$ cat config.mk
export PLATFORM = sky130hd
export DESIGN_NAME = regfile_mp
export DESIGN_NICKNAME = d
export VERILOG_FILES = /design/src/rtl/regfile_defs.sv /design/src/rtl/regfile_sb.sv /design/src/rtl/regfile_mp.sv
export SDC_FILE = /design/constraint.sdc
export NUM_CORES = 2
export LEC_CHECK = 0
export CAP_MARGIN = 0
export CORE_MARGIN = 2
export CORE_UTILIZATION = 45
export CTS_CLUSTER_DIAMETER = 40
export DETAILED_ROUTE_END_ITERATION = 8
export PLACE_DENSITY = 0.61
export SYNTH_ARGS = -nofsm -noshare
export SYNTH_HDL_FRONTEND = slang
export SYNTH_SLANG_ARGS = --single-unit
$ cat constraint.sdc
create_clock -name clk -period 93.5 [get_ports clk]
set_clock_uncertainty 0.15 [all_clocks]
set_input_delay 23.375 -clock clk [delete_from_list [all_inputs] [get_ports clk]]
set_output_delay 23.375 -clock clk [all_outputs]
set_load 0.02 [all_outputs]
$ cat src/rtl/regfile_defs.sv
// Shared defaults and helpers for the multi-port register file.
package regfile_defs;

  localparam int unsigned DefDataW = 32;
  localparam int unsigned DefAddrW = 5;

  // Address of the optional hardwired-zero register.
  localparam int unsigned ZERO_ADDR = 0;

  // LSB of port `port` in a flattened bus of `width`-bit fields.
  function automatic int unsigned portLsb(input int unsigned port, input int unsigned width);
    return port * width;
  endfunction

endpackage

$ cat src/rtl/regfile_sb.sv
// Busy-bit scoreboard: set at issue, cleared at writeback, looked up per read port.
module regfile_sb
  import regfile_defs::*;
#(
  parameter int unsigned ADDR_W   = DefAddrW,
  parameter int unsigned NUM_RD   = 2,
  parameter bit          ZERO_REG = 1'b1,
  parameter bit          BYPASS   = 1'b1
) (
  input  logic                     clk,
  input  logic                     rst,
  input  logic                     we0,
  input  logic [ADDR_W-1:0]        wa0,
  input  logic                     we1,
  input  logic [ADDR_W-1:0]        wa1,
  input  logic                     sb_set,
  input  logic [ADDR_W-1:0]        sb_addr,
  input  logic [NUM_RD*ADDR_W-1:0] ra,
  output logic [NUM_RD-1:0]        rbusy
);

  localparam int unsigned Depth = 2 ** ADDR_W;

  logic [Depth-1:0] busyQ;
  logic [Depth-1:0] busyD;

  // Next busy state: a new issue outranks a writeback on the same register.
  always_comb begin
    busyD = busyQ;
    for (int unsigned a = 0; a < Depth; a++) begin
      if (we0 && (wa0 == ADDR_W'(a))) begin
        busyD[a] = 1'b0;
      end
      if (we1 && (wa1 == ADDR_W'(a))) begin
        busyD[a] = 1'b0;
      end
      if (sb_set && (sb_addr == ADDR_W'(a))) begin
        busyD[a] = 1'b1;
      end
      if (ZERO_REG && (a == ZERO_ADDR)) begin
        busyD[a] = 1'b0;
      end
    end
  end

  // Busy bits, cleared immediately on reset.
  always_ff @(posedge clk or posedge rst) begin
    if (rst) begin
      busyQ <= '0;
    end else begin
      busyQ <= busyD;
    end
  end

  for (genvar i = 0; i < NUM_RD; i++) begin : gRdBusy
    logic [ADDR_W-1:0] addr;
    logic              wrHit;
    logic              setHit;
    logic              busyBit;

    assign addr = ra[portLsb(i, ADDR_W) +: ADDR_W];

    // Lookup; a same-cycle writeback hides the busy bit unless it is re-issued.
    always_comb begin
      wrHit   = (we0 && (wa0 == addr)) || (we1 && (wa1 == addr));
      setHit  = sb_set && (sb_addr == addr);
      busyBit = busyQ[addr];
      if (BYPASS && wrHit && !setHit) begin
        busyBit = 1'b0;
      end
      if (ZERO_REG && (addr == ADDR_W'(ZERO_ADDR))) begin
        busyBit = 1'b0;
      end
    end

    assign rbusy[i] = busyBit;
  end

endmodule

$ cat src/rtl/regfile_mp.sv
// Multi-port register file: two prioritised write ports, NUM_RD combinational
// read ports, optional zero register, optional write bypass and busy scoreboard.
module regfile_mp
  import regfile_defs::*;
#(
  parameter int unsigned DATA_W   = DefDataW,
  parameter int unsigned ADDR_W   = DefAddrW,
  parameter int unsigned NUM_RD   = 2,
  parameter bit          ZERO_REG = 1'b1,
  parameter bit          BYPASS   = 1'b1
) (
  input  logic                     clk,
  input  logic                     rst,
  input  logic                     we0,
  input  logic [ADDR_W-1:0]        wa0,
  input  logic [DATA_W-1:0]        wd0,
  input  logic                     we1,
  input  logic [ADDR_W-1:0]        wa1,
  input  logic [DATA_W-1:0]        wd1,
  input  logic [NUM_RD*ADDR_W-1:0] ra,
  output logic [NUM_RD*DATA_W-1:0] rd,
  output logic [NUM_RD-1:0]        rbusy,
  input  logic                     sb_set,
  input  logic [ADDR_W-1:0]        sb_addr,
  output logic                     wr_collide
);

  localparam int unsigned Depth = 2 ** ADDR_W;

  logic [DATA_W-1:0] regQ [Depth];
  logic              collideQ;

  // Storage; port 1 is checked first so it wins an address collision.
  always_ff @(posedge clk or posedge rst) begin
    if (rst) begin
      for (int unsigned a = 0; a < Depth; a++) begin
        regQ[a] <= '0;
      end
    end else begin
      for (int unsigned a = 0; a < Depth; a++) begin
        if (ZERO_REG && (a == ZERO_ADDR)) begin
          regQ[a] <= '0;
        end else if (we1 && (wa1 == ADDR_W'(a))) begin
          regQ[a] <= wd1;
        end else if (we0 && (wa0 == ADDR_W'(a))) begin
          regQ[a] <= wd0;
        end
      end
    end
  end

  // One-cycle flag for a dropped port-0 write (includes the zero register).
  always_ff @(posedge clk or posedge rst) begin
    if (rst) begin
      collideQ <= 1'b0;
    end else begin
      collideQ <= we0 && we1 && (wa0 == wa1);
    end
  end

  assign wr_collide = collideQ;

  for (genvar i = 0; i < NUM_RD; i++) begin : gRdPort
    logic [ADDR_W-1:0] addr;
    logic [DATA_W-1:0] data;

    assign addr = ra[portLsb(i, ADDR_W) +: ADDR_W];

    // Read mux with forwarding; bypass is suppressed in reset so rd reads 0.
    always_comb begin
      data = regQ[addr];
      if (BYPASS && !rst) begin
        if (we1 && (wa1 == addr)) begin
          data = wd1;
        end else if (we0 && (wa0 == addr)) begin
          data = wd0;
        end
      end
      if (ZERO_REG && (addr == ADDR_W'(ZERO_ADDR))) begin
        data = '0;
      end
    end

    assign rd[portLsb(i, DATA_W) +: DATA_W] = data;
  end

  regfile_sb #(
    .ADDR_W   (ADDR_W),
    .NUM_RD   (NUM_RD),
    .ZERO_REG (ZERO_REG),
    .BYPASS   (BYPASS)
  ) uSb (
    .clk     (clk),
    .rst     (rst),
    .we0     (we0),
    .wa0     (wa0),
    .we1     (we1),
    .wa1     (wa1),
    .sb_set  (sb_set),
    .sb_addr (sb_addr),
    .ra      (ra),
    .rbusy   (rbusy)
  );

endmodule

==> results.cfg <==
[timing]
rsz0062_at_grt = false
slew_viol_final = 0
finalSetupTns_ns = 0
final.setup.worst_slack_ns = 41.67
timing_worst_slew_pin_value_ns = 1.35
finalCritPeriodShare_pct = 55.4
timing.fmax_ghz = 0.0193
hold_ws_ns = 0.370
final.min_clock_period_ns = 51.83
timing.max_slew.rel_slack_pct = 9.99
final-setup-viol-count = 0
hold_fails_final_rpt = 0

[worst_setup_path]
criticalPathCategory = in2out
cp.buffers_inverters = 5
crit_top_cell = sky130_fd_sc_hd__buf_4
critical_path.cell_chain = clkdlybuf4s50_1 > buf_4 > xor2_1 > nor4_1 > nand3_4 > buf_4 > a21oi_4 > buf_4 > a2111oi_0 > a211oi_1 > clkdlybuf4s50_1
cp_data_required_time_ns = 69.97
crit_path_max_incr_delay_ns = 0.95
critPathLaunchType = input pin
worst_path_dominant_cell_family = buffers and inverters
critical_path.endpoint_type = output port
cp_slowest_cell = sky130_fd_sc_hd__a211oi_1
crit_fanout = 42
critPathArrivalTime_ns = 28.30

[synth]
synth_enable_flop_cells = 0
synth_area_leaders = sky130_fd_sc_hd__dfrtp_1 (38%), sky130_fd_sc_hd__mux2i_1 (18%), sky130_fd_sc_hd__mux4_2 (14%)
predominant_post_synthesis_flop_cell = sky130_fd_sc_hd__dfrtp_1
synth_seq_area_share_pct = 38.5
yosys_register_bits = 1024
synth_area_um2 = 66600
syn-instance-count = 6470
yosysTopAreaCellShare_pct = 38.5
syn_nets = 6564
synthesis.area_per_instance_um2 = 10.3
synth_cell_types = 59
synth_area_leader_cell = sky130_fd_sc_hd__dfrtp_1
yosysWarnings = 0
asyncSetResetFlopFracSynth_pct = 100

[floorplanning]
die_width_um = 389
fp-row-count = 141
placeableCoreArea_um2 = 147000
floorplan.die.height_um = 389
die_footprint_um2 = 151000
boundaryPins = 161
start_util_pct = 45.2

[cts]
clkLatencyLatePin_ns = 0.78
clk_root_buffer_cell = sky130_fd_sc_hd__clkbuf_16
cts-resized-gates = 0
holdBufCountCts = 0
clock-sinks = 1024
htree_num_levels = 4
tritoncts.num_buffers = 164
ctsLongestPathBuffers = 3
clk_pin_slew_worst_paths_ns = 0.05
postCtsSetupRepairBufs = 0
tritoncts = done

[detailed_routing]
first_pass_iters = 6
antenna_violating_nets_post_route = 0
detail_route.wl_per_cell_um = 31.3
drt_iter0_markers = 7128
routed-via-count = 54300
drc = 0
wl_um = 257000
viasPerCell = 6.62

[global_routing]
initial_antenna_violation_count = 14
maximum_number_of_pins_on_one_net_before_global_route_repair = 160
grt_first_pass_wirelength_um = 372000
globalRoute.totalOverflow = 0
grt_pass1_vias = 52500
groute.usage.overall_pct = 33.6

[job]
reported_max_cap_violation_count = 0

[final_layout]
finish.net_count = 6234
drive_gt1_share_pct = 18.1
syn_to_final_growth_pct = 12.2
register_area_um2 = 25600
multiInputGateArea_um2 = 37700
n_fill_cell = 13000

[place]
pre_cts_ws_ns = 41.98
globalplace.congestion = 0.926
place.port_buffers = 160
hpwlAfterDp_um = 141000

[power_and_ir_drop]
vdd_ir_drop_max_v = 0.0000143
power_per_cell_area_nw_per_um2 = 22.9
leakagePower_nw = 32.4

[run_status]
run_status = complete, no violations

[min_path]
worstHoldPathType = reg2reg
==> metrics by stage <==
| step | total power [mW] | std cells | instance area [um2] | util [%] |
|---|---|---|---|---|
| after floorplan | 0.937 | 6470 | 66600 | - |
| after global placement | 1.03 | 7904 | 68800 | 46.7 |
| after detailed placement | 1.05 | 7904 | 68800 | 46.7 |
| after CTS | 1.71 | 8208 | 74700 | 50.7 |
| after global routing | 1.78 | 8209 | 74700 | 50.7 |
| final | 1.71 | 8214 | 74700 | 50.7 |
==> cell families after synthesis <==
kind of cell	share of synthesized area (%)
DFF	38.5
and+or+nand+nor	7.43
AOI/OAI and AO/OA	13.5
xor gates and xnor gates	0.460
muxes	34.6
buffers and inverters	5.61
==> final cells by class <==
class	instances	area share, %
multi-input cells	4611	50.5
inverters	11	0.0687
well taps	1930	3.23
clock inverters	107	1.96
clock buffers	197	5.97
diodes	6	0.0201
repair buffers	328	3.96
flip-flops and latches	1024	34.3
==> state kept, by name (all words and copies together) (netlist names) <==
signal and cells:
uSb.busyQ 31, regQ 992, wr_collide 1
==> path summary, 6_finish.rpt <==
check / end / slack (ns) / start / cells after the start
max: rd[39] / 41.67 / ra[7] / 11
min: uSb.busyQ[30] / 0.37 / uSb.busyQ[30] / 1
max reg2reg: regQ[641] / 92.50 / regQ[641] / 2
min reg2reg: uSb.busyQ[30] / 0.37 / uSb.busyQ[30] / 1
max in group asynchronous: regQ[739] / 67.53 / rst / 4
min in group asynchronous: regQ[789] / 23.24 / rst / 2
==> cells in the final DEF (no fill, tap or decap), types with 31 or more instances in the layout <==
master	instances
sky130_fd_sc_hd__o21ai_0	559
sky130_fd_sc_hd__clkbuf_16	166
sky130_fd_sc_hd__dfrtp_1	1024
sky130_fd_sc_hd__mux4_2	405
sky130_fd_sc_hd__mux2_2	157
sky130_fd_sc_hd__a21oi_1	665
sky130_fd_sc_hd__o32ai_1	31
sky130_fd_sc_hd__clkdlybuf4s50_1	151
sky130_fd_sc_hd__nand2_1	534
sky130_fd_sc_hd__buf_4	163
sky130_fd_sc_hd__mux2i_1	1211
sky130_fd_sc_hd__nor2_1	558
sky130_fd_sc_hd__a221oi_1	63
==> routing by layer <==
layer	track usage (%)	share of wire (%)	vias up	wire length [um]
met3	11.0	12	766	31800
li1	-	-	23000	-
met2	48.5	43	3489	110000
met5	0.0957	0.042	-	109
met4	16.5	5.4	16	13900
met1	45.4	40	27100	102000
==> report_power, final <==
group	internal [mW]	total (mW)	switching (mW)
registers	0.562	0.657	0.0951
logic	0.212	0.396	0.184
clock network	0.412	0.662	0.250
total	1.19	1.71	0.528
==> synthesized netlist by cell type, types with 31 or more instances <==
master	count
sky130_fd_sc_hd__buf_1	99
sky130_fd_sc_hd__mux4_2	405
sky130_fd_sc_hd__a21oi_1	665
sky130_fd_sc_hd__mux2_2	157
sky130_fd_sc_hd__a221oi_1	63
sky130_fd_sc_hd__clkbuf_1	473
sky130_fd_sc_hd__nor2_1	572
sky130_fd_sc_hd__o32ai_1	31
sky130_fd_sc_hd__o21ai_0	560
sky130_fd_sc_hd__nand2_1	565
sky130_fd_sc_hd__buf_4	60
sky130_fd_sc_hd__mux2i_1	1211
sky130_fd_sc_hd__buf_2	173
sky130_fd_sc_hd__dfrtp_1	1024
Power figures use the tool's default switching activity.
